`src/rtl/multi_context_connection_block_if.sv`:
```
// Config-chain and context-switch handshake bundle for multi_context_connection_block.
// The master drives the serial chain and switch strobe; the slave is the connection block.
interface multi_context_connection_block_if #(
    parameter int NCTX = 2
);
    localparam int CTXW = (NCTX > 1) ? $clog2(NCTX) : 1;

    logic            cfg_start;
    logic [CTXW-1:0] cfg_wr_ctx;
    logic            cfg_bit;
    logic            cfg_valid;
    logic            cfg_ready;
    logic            cfg_done;
    logic            ctx_switch;
    logic [CTXW-1:0] ctx_sel;
    logic [CTXW-1:0] active_ctx;

    modport master (
        output cfg_start, cfg_wr_ctx, cfg_bit, cfg_valid, ctx_switch, ctx_sel,
        input  cfg_ready, cfg_done, active_ctx
    );

    modport slave (
        input  cfg_start, cfg_wr_ctx, cfg_bit, cfg_valid, ctx_switch, ctx_sel,
        output cfg_ready, cfg_done, active_ctx
    );
endinterface

```
`src/rtl/multi_context_connection_block.sv`:
```
// Multi-context connection block: NCTX serially loaded routing contexts, one active at a time.
// Define CONN_OUTREG_EN to register north_out, south_out and data_input.
module multi_context_connection_block #(
    parameter int W       = 16,
    parameter int WW      = 8,
    parameter int DATAIN  = 8,
    parameter int DATAOUT = 16,
    parameter int NCTX    = 2
) (
    input  logic                     clk,
    input  logic                     rst,
    multi_context_connection_block_if.slave cfg,
    input  logic [W-1:0]             north_in,
    input  logic [W-1:0]             south_in,
    output logic [W-1:0]             north_out,
    output logic [W-1:0]             south_out,
    output logic [WW*DATAIN-1:0]     data_input,
    input  logic [WW*DATAOUT-1:0]    data_output
);
    localparam int WN          = W / WW;
    localparam int SEL_PER_IN  = $clog2(2 * WN);
    localparam int SEL_PER_OUT = $clog2(DATAOUT + 1);
    localparam int BASE        = SEL_PER_IN * DATAIN * WW;
    localparam int CONF_WIDTH  = BASE + SEL_PER_OUT * 2 * W;
    localparam int CTXW        = (NCTX > 1) ? $clog2(NCTX) : 1;
    localparam int CNTW        = $clog2(CONF_WIDTH + 1);

    typedef enum logic [1:0] {IDLE, SHIFT, COMMIT} state_t;

    state_t                  state;
    state_t                  state_next;
    logic [CONF_WIDTH-1:0]   shadow;
    logic [CNTW-1:0]         bit_cnt;
    logic [CTXW-1:0]         wr_ctx;
    logic [CTXW-1:0]         active_ctx;
    logic [CONF_WIDTH-1:0]   ctx_mem [NCTX];
    logic [CONF_WIDTH-1:0]   act_conf;
    logic                    accept;
    logic                    start_ok;
    logic                    switch_ok;
    logic [SEL_PER_IN-1:0]   in_sel;
    logic [SEL_PER_OUT-1:0]  n_sel;
    logic [SEL_PER_OUT-1:0]  s_sel;
    logic [W-1:0]            north_c;
    logic [W-1:0]            south_c;
    logic [WW*DATAIN-1:0]    data_in_c;

    // Requests naming a context that does not exist are dropped outright.
    assign start_ok  = cfg.cfg_start  && ({1'b0, cfg.cfg_wr_ctx} < (CTXW+1)'(NCTX));
    assign switch_ok = cfg.ctx_switch && ({1'b0, cfg.ctx_sel}    < (CTXW+1)'(NCTX));
    assign accept    = cfg.cfg_valid && (state == SHIFT);

    always_ff @(posedge clk) begin
        if (rst) state <= IDLE;
        else     state <= state_next;
    end

    always_comb begin
        state_next    = state;
        cfg.cfg_ready = 1'b0;
        cfg.cfg_done  = 1'b0;
        case (state)
            IDLE:   if (start_ok) state_next = SHIFT;
            SHIFT: begin
                cfg.cfg_ready = 1'b1;
                if (cfg.cfg_valid && (bit_cnt == CNTW'(CONF_WIDTH - 1))) state_next = COMMIT;
            end
            COMMIT: begin
                cfg.cfg_done = 1'b1;
                state_next   = IDLE;
            end
            default: state_next = IDLE;
        endcase
    end

    // Commit and switch use separate registers, so a same-cycle pair both land.
    always_ff @(posedge clk) begin
        if (rst) begin
            shadow     <= '0;
            bit_cnt    <= '0;
            wr_ctx     <= '0;
            active_ctx <= '0;
            for (int c = 0; c < NCTX; c++) ctx_mem[c] <= '0;
        end else begin
            if ((state == IDLE) && start_ok) wr_ctx <= cfg.cfg_wr_ctx;
            if (accept) begin
                shadow  <= {cfg.cfg_bit, shadow[CONF_WIDTH-1:1]};
                bit_cnt <= bit_cnt + 1'b1;
            end
            if (state == COMMIT) begin
                ctx_mem[wr_ctx] <= shadow;
                bit_cnt         <= '0;
            end
            if (switch_ok) active_ctx <= cfg.ctx_sel;
        end
    end

    assign cfg.active_ctx = active_ctx;
    assign act_conf       = ctx_mem[active_ctx];

    always_comb begin
        in_sel    = '0;
        n_sel     = '0;
        s_sel     = '0;
        data_in_c = '0;
        north_c   = '0;
        south_c   = '0;
        for (int i = 0; i < DATAIN; i++) begin
            for (int j = 0; j < WW; j++) begin
                in_sel = act_conf[SEL_PER_IN*(i*WW+j) +: SEL_PER_IN];
                for (int k = 0; k < WN; k++) begin
                    if (in_sel == SEL_PER_IN'(2*k))   data_in_c[i*WW+j] = north_in[k*WW+j];
                    if (in_sel == SEL_PER_IN'(2*k+1)) data_in_c[i*WW+j] = south_in[k*WW+j];
                end
            end
        end
        // Select 0 is the straight-through path; selects past DATAOUT leave the track at 0.
        for (int n = 0; n < W; n++) begin
            n_sel = act_conf[BASE + SEL_PER_OUT*(2*n)   +: SEL_PER_OUT];
            s_sel = act_conf[BASE + SEL_PER_OUT*(2*n+1) +: SEL_PER_OUT];
            if (n_sel == '0) north_c[n] = south_in[n];
            if (s_sel == '0) south_c[n] = north_in[n];
            for (int s = 1; s <= DATAOUT; s++) begin
                if (n_sel == SEL_PER_OUT'(s)) north_c[n] = data_output[(s-1)*WW + (n % WW)];
                if (s_sel == SEL_PER_OUT'(s)) south_c[n] = data_output[(s-1)*WW + (n % WW)];
            end
        end
    end

`ifdef CONN_OUTREG_EN
    always_ff @(posedge clk) begin
        if (rst) begin
            north_out  <= '0;
            south_out  <= '0;
            data_input <= '0;
        end else begin
            north_out  <= north_c;
            south_out  <= south_c;
            data_input <= data_in_c;
        end
    end
`else
    assign north_out  = north_c;
    assign south_out  = south_c;
    assign data_input = data_in_c;
`endif
endmodule

```
`src/flat_wrapper.sv`:
```
// flat-port wrapper written by rule: the top's interface ports become plain ports
module multi_context_connection_block_flat 
#(
    parameter int W       = 16,
    parameter int WW      = 8,
    parameter int DATAIN  = 8,
    parameter int DATAOUT = 16,
    parameter int NCTX    = 2
)
  (clk, rst, north_in, south_in, north_out, south_out, data_input, data_output, cfg_cfg_start, cfg_cfg_wr_ctx, cfg_cfg_bit, cfg_cfg_valid, cfg_ctx_switch, cfg_ctx_sel, cfg_cfg_ready, cfg_cfg_done, cfg_active_ctx);
  multi_context_connection_block_if #(.NCTX(NCTX)) cfg_i ();
  input  logic clk;
  input  logic rst;
  input  logic [W-1:0] north_in;
  input  logic [W-1:0] south_in;
  output logic [W-1:0] north_out;
  output logic [W-1:0] south_out;
  output logic [WW*DATAIN-1:0] data_input;
  input  logic [WW*DATAOUT-1:0] data_output;
  input wire logic [$bits(cfg_i.cfg_start)-1:0] cfg_cfg_start;
  input wire logic [$bits(cfg_i.cfg_wr_ctx)-1:0] cfg_cfg_wr_ctx;
  input wire logic [$bits(cfg_i.cfg_bit)-1:0] cfg_cfg_bit;
  input wire logic [$bits(cfg_i.cfg_valid)-1:0] cfg_cfg_valid;
  input wire logic [$bits(cfg_i.ctx_switch)-1:0] cfg_ctx_switch;
  input wire logic [$bits(cfg_i.ctx_sel)-1:0] cfg_ctx_sel;
  output wire logic [$bits(cfg_i.cfg_ready)-1:0] cfg_cfg_ready;
  output wire logic [$bits(cfg_i.cfg_done)-1:0] cfg_cfg_done;
  output wire logic [$bits(cfg_i.active_ctx)-1:0] cfg_active_ctx;
  assign cfg_i.cfg_start = cfg_cfg_start;
  assign cfg_i.cfg_wr_ctx = cfg_cfg_wr_ctx;
  assign cfg_i.cfg_bit = cfg_cfg_bit;
  assign cfg_i.cfg_valid = cfg_cfg_valid;
  assign cfg_i.ctx_switch = cfg_ctx_switch;
  assign cfg_i.ctx_sel = cfg_ctx_sel;
  assign cfg_cfg_ready = cfg_i.cfg_ready;
  assign cfg_cfg_done = cfg_i.cfg_done;
  assign cfg_active_ctx = cfg_i.active_ctx;
  multi_context_connection_block #(.W(W), .WW(WW), .DATAIN(DATAIN), .DATAOUT(DATAOUT), .NCTX(NCTX)) u_core (.clk(clk), .rst(rst), .cfg(cfg_i), .north_in(north_in), .south_in(south_in), .north_out(north_out), .south_out(south_out), .data_input(data_input), .data_output(data_output));
endmodule
```
`config.mk`:
```
export PLATFORM = sky130hd
export DESIGN_NAME = multi_context_connection_block_flat
export DESIGN_NICKNAME = d
export VERILOG_FILES = /design/src/rtl/multi_context_connection_block_if.sv /design/src/rtl/multi_context_connection_block.sv /design/src/flat_wrapper.sv
export SDC_FILE = /design/constraint.sdc
export NUM_CORES = 2
export LEC_CHECK = 0
export CAP_MARGIN = 25
export CORE_MARGIN = 4
export CORE_UTILIZATION = 60
export CTS_CLUSTER_DIAMETER = 80
export CTS_CLUSTER_SIZE = 25
export DETAILED_ROUTE_END_ITERATION = 6
export HOLD_SLACK_MARGIN = 0.15
export PLACE_DENSITY = 0.85
export SYNTH_ARGS = -nofsm -noshare
export SYNTH_HDL_FRONTEND = slang
export SYNTH_SLANG_ARGS = --single-unit
```
`constraint.sdc`:
```
create_clock -name clk -period 7.55 [get_ports clk]
set_input_delay 1.8875 -clock clk [delete_from_list [all_inputs] [get_ports clk]]
set_output_delay 1.8875 -clock clk [all_outputs]
set_load 0.01 [all_outputs]
```
* Yosys cells after proc, flatten, opt, wreduce, memory -nomap -nowiden
Memory sizes are Yosys's and may differ from the RTL's. A register that Yosys moved wholly into a read port is not among the register bits.
Index checks and enable logic that the tools add are counted.
** Storage, ports and cells
- Memories kept :: 1
- Flip-flop bits (word level) :: 301
- Memory bits (writable) :: 576
- Output and inout bits :: 99
** Operators by class
- Reductions and logical operators :: 103
- Mux-type cells :: 814
- Add/subtract/negate cells :: 1
- Equality and inequality tests :: 709
** Memory list
- u_core.ctx_mem :: depth 2, width 288, read ports 1, clocked after memory_dff 1, wr ports 2, RTL line multi_context_connection_block.sv:36 : logic [CONF_WIDTH-1:0] ctx_mem [NCTX];
** Operator list (number)
- 5-bit by 4-bit == test with 1-bit output (second input constant) :: 256
- 1-bit 2-to-1 mux :: 810
- 5-bit by 3-bit == test with 1-bit output (second input constant) :: 128
- 5-bit by 2-bit == test with 1-bit output (second input constant) :: 64
- 288-bit 2-to-1 mux :: 1
- 288-bit OR reduction :: 1
- 2-bit == test (second input constant) :: 129
- 5-bit by 1-bit == test with 1-bit output (second input constant) :: 32
- 5-bit == test (second input constant) :: 32
- 5-bit logical NOT :: 32
- 2-bit by 1-bit == test with 1-bit output (second input constant) :: 65
- 2-bit logical NOT :: 65
- 9-bit by 1-bit adder with 9-bit output (second input constant) :: 1
- 9-bit == test (second input constant) :: 1
- 2-bit 2-to-1 mux :: 2
- 2-bit inequality test (second input constant) :: 2
- 2-bit case mux with 2 select lines :: 1
- 1-bit logical AND :: 3
- 2-bit AND reduction :: 1
- 2-bit OR reduction :: 1

* Depth between registers and ports, before layout
- Depth after elaboration :: 18
- Depth in mapped cells :: 12

* Worst setup path after synthesis
No wires, ideal clock.
- Path kind :: input to register
- From :: input port rst
- To :: memory u_core.ctx_mem[1][0] (netlist bit) (enable)
- Arrival :: 6.425 ns
- Slack :: 0.594 ns
- Stages on the path :: 4
- Path buffers :: 2
- Data required time :: 7.019 ns
- Library setup time :: 0.531 ns
- Cells stage by stage :: clkbuf_1 nor3b_1 clkbuf_1 or2_2
** RTL lines
- start, declared :: RTL line flat_wrapper.sv:13 : input logic rst;
- end, declared :: RTL line multi_context_connection_block.sv:36

==> metrics.cfg <==
[run_status]
run_status=complete, no violations

[synthesis]
synth_cells=3732
ys_types=81
synth_top_area_share_pct=40.63
synthArstFlopShare_pct=0
synth_nets=3901
synth.yosys.seq_area_share_pct=54.83
synthFlopType=edfxtp_1
mappedNetlistArea_mm2=0.04257
synth_edf_count=576
synth_top_cell_by_area=edfxtp_1
synthTopCellsByArea=edfxtp_1, dfxtp_1, and2_1
syn_avg_cell_area_um2=11.41
yosys_warnings=0
ys_ff_latch=878

[power]
p_int_w=0.006959
p_switching_w=0.002226
leakage_nw=15.87
seqPwrFrac_pct=57.7
p_total_w=0.009184
p_clk_share_pct=29.2
p_per_area_mw_per_mm2=194.5
switching_share_pct=24.23
ir_worst_vdd_mv=0.1642
pwr-share-comb_pct=13.1

[placed_design]
hpwl_mm=66.65
pre_cts_ws_ns=1.125
gp_congestion=0.8768
port-buffer-count=266

[global_routing]
grt_pass1_wl_mm=158.6
overflow=0
grt_util_all_layers_pct=26.94
antenna_found_initial=19
grt_max_degree=200
grt_pass1_vias=27980

[setup_path]
critPathMaxFanout=33
r2r_slack_ns=4.79
end_kind=primary output
r2r.worst_path.cells=5
required_ns=5.66
critPathLaunchType=flop
slowest_stage=mux2i_1
cpPeakStageDelay_ns=0.80
cp_data_arrival_time_ns=4.59
critPathKind=reg2out
crit_path_cell_trace=buf_4 -> mux2i_1 -> mux4_1 -> mux4_2 -> a211o_1 -> clkdlybuf4s50_1

[floorplan]
dieHeight_um=274.4
die_area_mm2=0.07528
std_cell_rows=97
fp.dieW_um=274.4
start_util_pct=60.69
io_pins=267
core_mm2=0.07015

[cts]
post_cts_buffers=0
h-tree-depth=2
hold_buffers=0
numClockSinks=878
cts_tree=yes
cts_resized=0
numCtsBuffers=43
clock_latency_ns=0.60
clockRootBuffer=clkbuf_16
clkTransAtPathRegs_ns=0.10
clockBufferDepth=3

[finish]
utilization_pct=67.31
layout_common_cells=nand2_1, and2_1, edfxtp_1, a21oi_1, dfxtp_1
areaGrowthSynthToFinish_pct=10.91
nets=4040
drive_gt1_share_pct=7.401
final_common_cell=nand2_1

[timing]
slew_viol_final=0
min_period_over_period_pct=85.84
finalCriticalPeriod_ns=6.481
timing_hold_violations_final=0
finalSetupViolCount=0
setup_slack_ns=1.069
hold_ws_ns=0.4688
clock_skew_ns=0.01717
relSlewSlack_pct=28.96
tns_ns=0
fmax_mhz=154.3
grt_setup_unrepaired=no
worst_pin_slew_ns=1.066

[drt]
drc_errors=0
dr.pass1.iters=6
avgRoutedWirePerCell_um=21.36
dr.first_iter.drc_count=2739
final_antenna_net_count=0
drt-total-wl_mm=103.7
viasPerCell=6.105
vias=29640

[hold_path]
hold_depth=2
hold_path.class=reg2reg

[job]
max_cap_violations=0

power by group through the flow:
stage	clock [W]	combinational (W)	sequential, W
detailed placement	0	0.00119	0.00541
global placement	0	0.00119	0.00540
finish	0.00268	0.00120	0.00530
CTS	0.00271	0.00120	0.00530
floorplan	0	0.000701	0.00540
global route	0.00291	0.00128	0.00531
cells in the mapped netlist, types with 5 or more instances:
| cell type | instances |
|---|---|
| nor2_1 | 72 |
| clkbuf_1 | 161 |
| o31ai_1 | 7 |
| xor2_1 | 5 |
| buf_2 | 12 |
| o22ai_1 | 14 |
| nand2b_1 | 26 |
| a22oi_1 | 7 |
| mux2_2 | 37 |
| and2_1 | 577 |
| a32oi_1 | 10 |
| o32a_1 | 9 |
| a31oi_1 | 18 |
| buf_6 | 14 |
| a21oi_1 | 353 |
| nand3_1 | 22 |
| o21ai_0 | 35 |
| mux4_1 | 13 |
| inv_1 | 43 |
| nand2_1 | 668 |
| nor4bb_1 | 5 |
| nand4_1 | 18 |
| dfxtp_1 | 302 |
| edfxtp_1 | 576 |
| mux2_4 | 5 |
| nand3b_1 | 8 |
| o211ai_1 | 15 |
| nor4_1 | 15 |
| mux2i_2 | 18 |
| a311oi_1 | 8 |
| nor2b_1 | 16 |
| nor3_1 | 46 |
| nor4b_1 | 7 |
| o32ai_1 | 19 |
| a211o_1 | 8 |
| nor3b_1 | 23 |
| buf_4 | 20 |
| a211oi_1 | 19 |
| mux4_2 | 119 |
| mux2i_1 | 300 |
state kept, by name, indices dropped and copies added, names as in the netlist, named ones only:
| signal | flops |
|---|---|
| u_core.ctx_mem | 576 |
| u_core.shadow | 288 |
| u_core.bit_cnt | 9 |
| u_core.state | 2 |
| u_core.cfg.active_ctx | 1 |
| u_core.wr_ctx | 1 |
routing by layer:
layer | vias to the layer above | share of wire, % | global-route usage (%)
met5 | - | 0.079 | 0
met1 | 14560 | 39 | 36.19
met3 | 246 | 8.9 | 5.985
li1 | 13750 | - | -
met4 | 12 | 4.0 | 9.739
met2 | 1083 | 48 | 43.51
cells by family after synthesis:
group	count (synthesis)	share of synthesized area, %
buffers and inverters	255	2.801
adder cells (fa/ha/maj)	1	0.02938
multiplexers	495	16.05
XOR/XNOR	6	0.1234
AND/OR/NAND/NOR	1525	18.11
flip-flops	878	54.83
AO/OA/AOI/OAI	572	8.064
per-stage QoR:
stage          cells  cell area, µm²
2_1_floorplan   3732           42570
3_3_place_gp    4765           45850
3_5_place_dp    4766           45850
4_1_cts         4845           47190
5_1_grt         4846           47190
6_report        4856           47220
critical path: cells and delay by family (launching register included):
family	cells	cell delay, ns
buffers and inverters	2	0.93
AOI/OAI and AO/OA	1	0.30
muxes	3	1.94
DFF	1	0.78
final timing paths:
| path | from | end |
|---|---|---|
| setup / recovery | flop | south_out[3] |
| hold / removal | u_core.shadow[185] | u_core.shadow[184] |
| setup reg to reg | u_core.state[0] | u_core.ctx_mem[1][36] |
| hold reg to reg | u_core.shadow[185] | u_core.shadow[184] |
layout make-up:
cell class                 instances  area [µm²]
multi-input combinational       2599       18060
antenna                           11       27.53
timing repair buffer             306        3105
tap                              940        1176
sequential                       878       23350
inverter                          43       161.4
fill                            5171       22930
clock inverter                     8       113.9
clock buffer                      71        1224
Power figures use the tool's default switching activity.
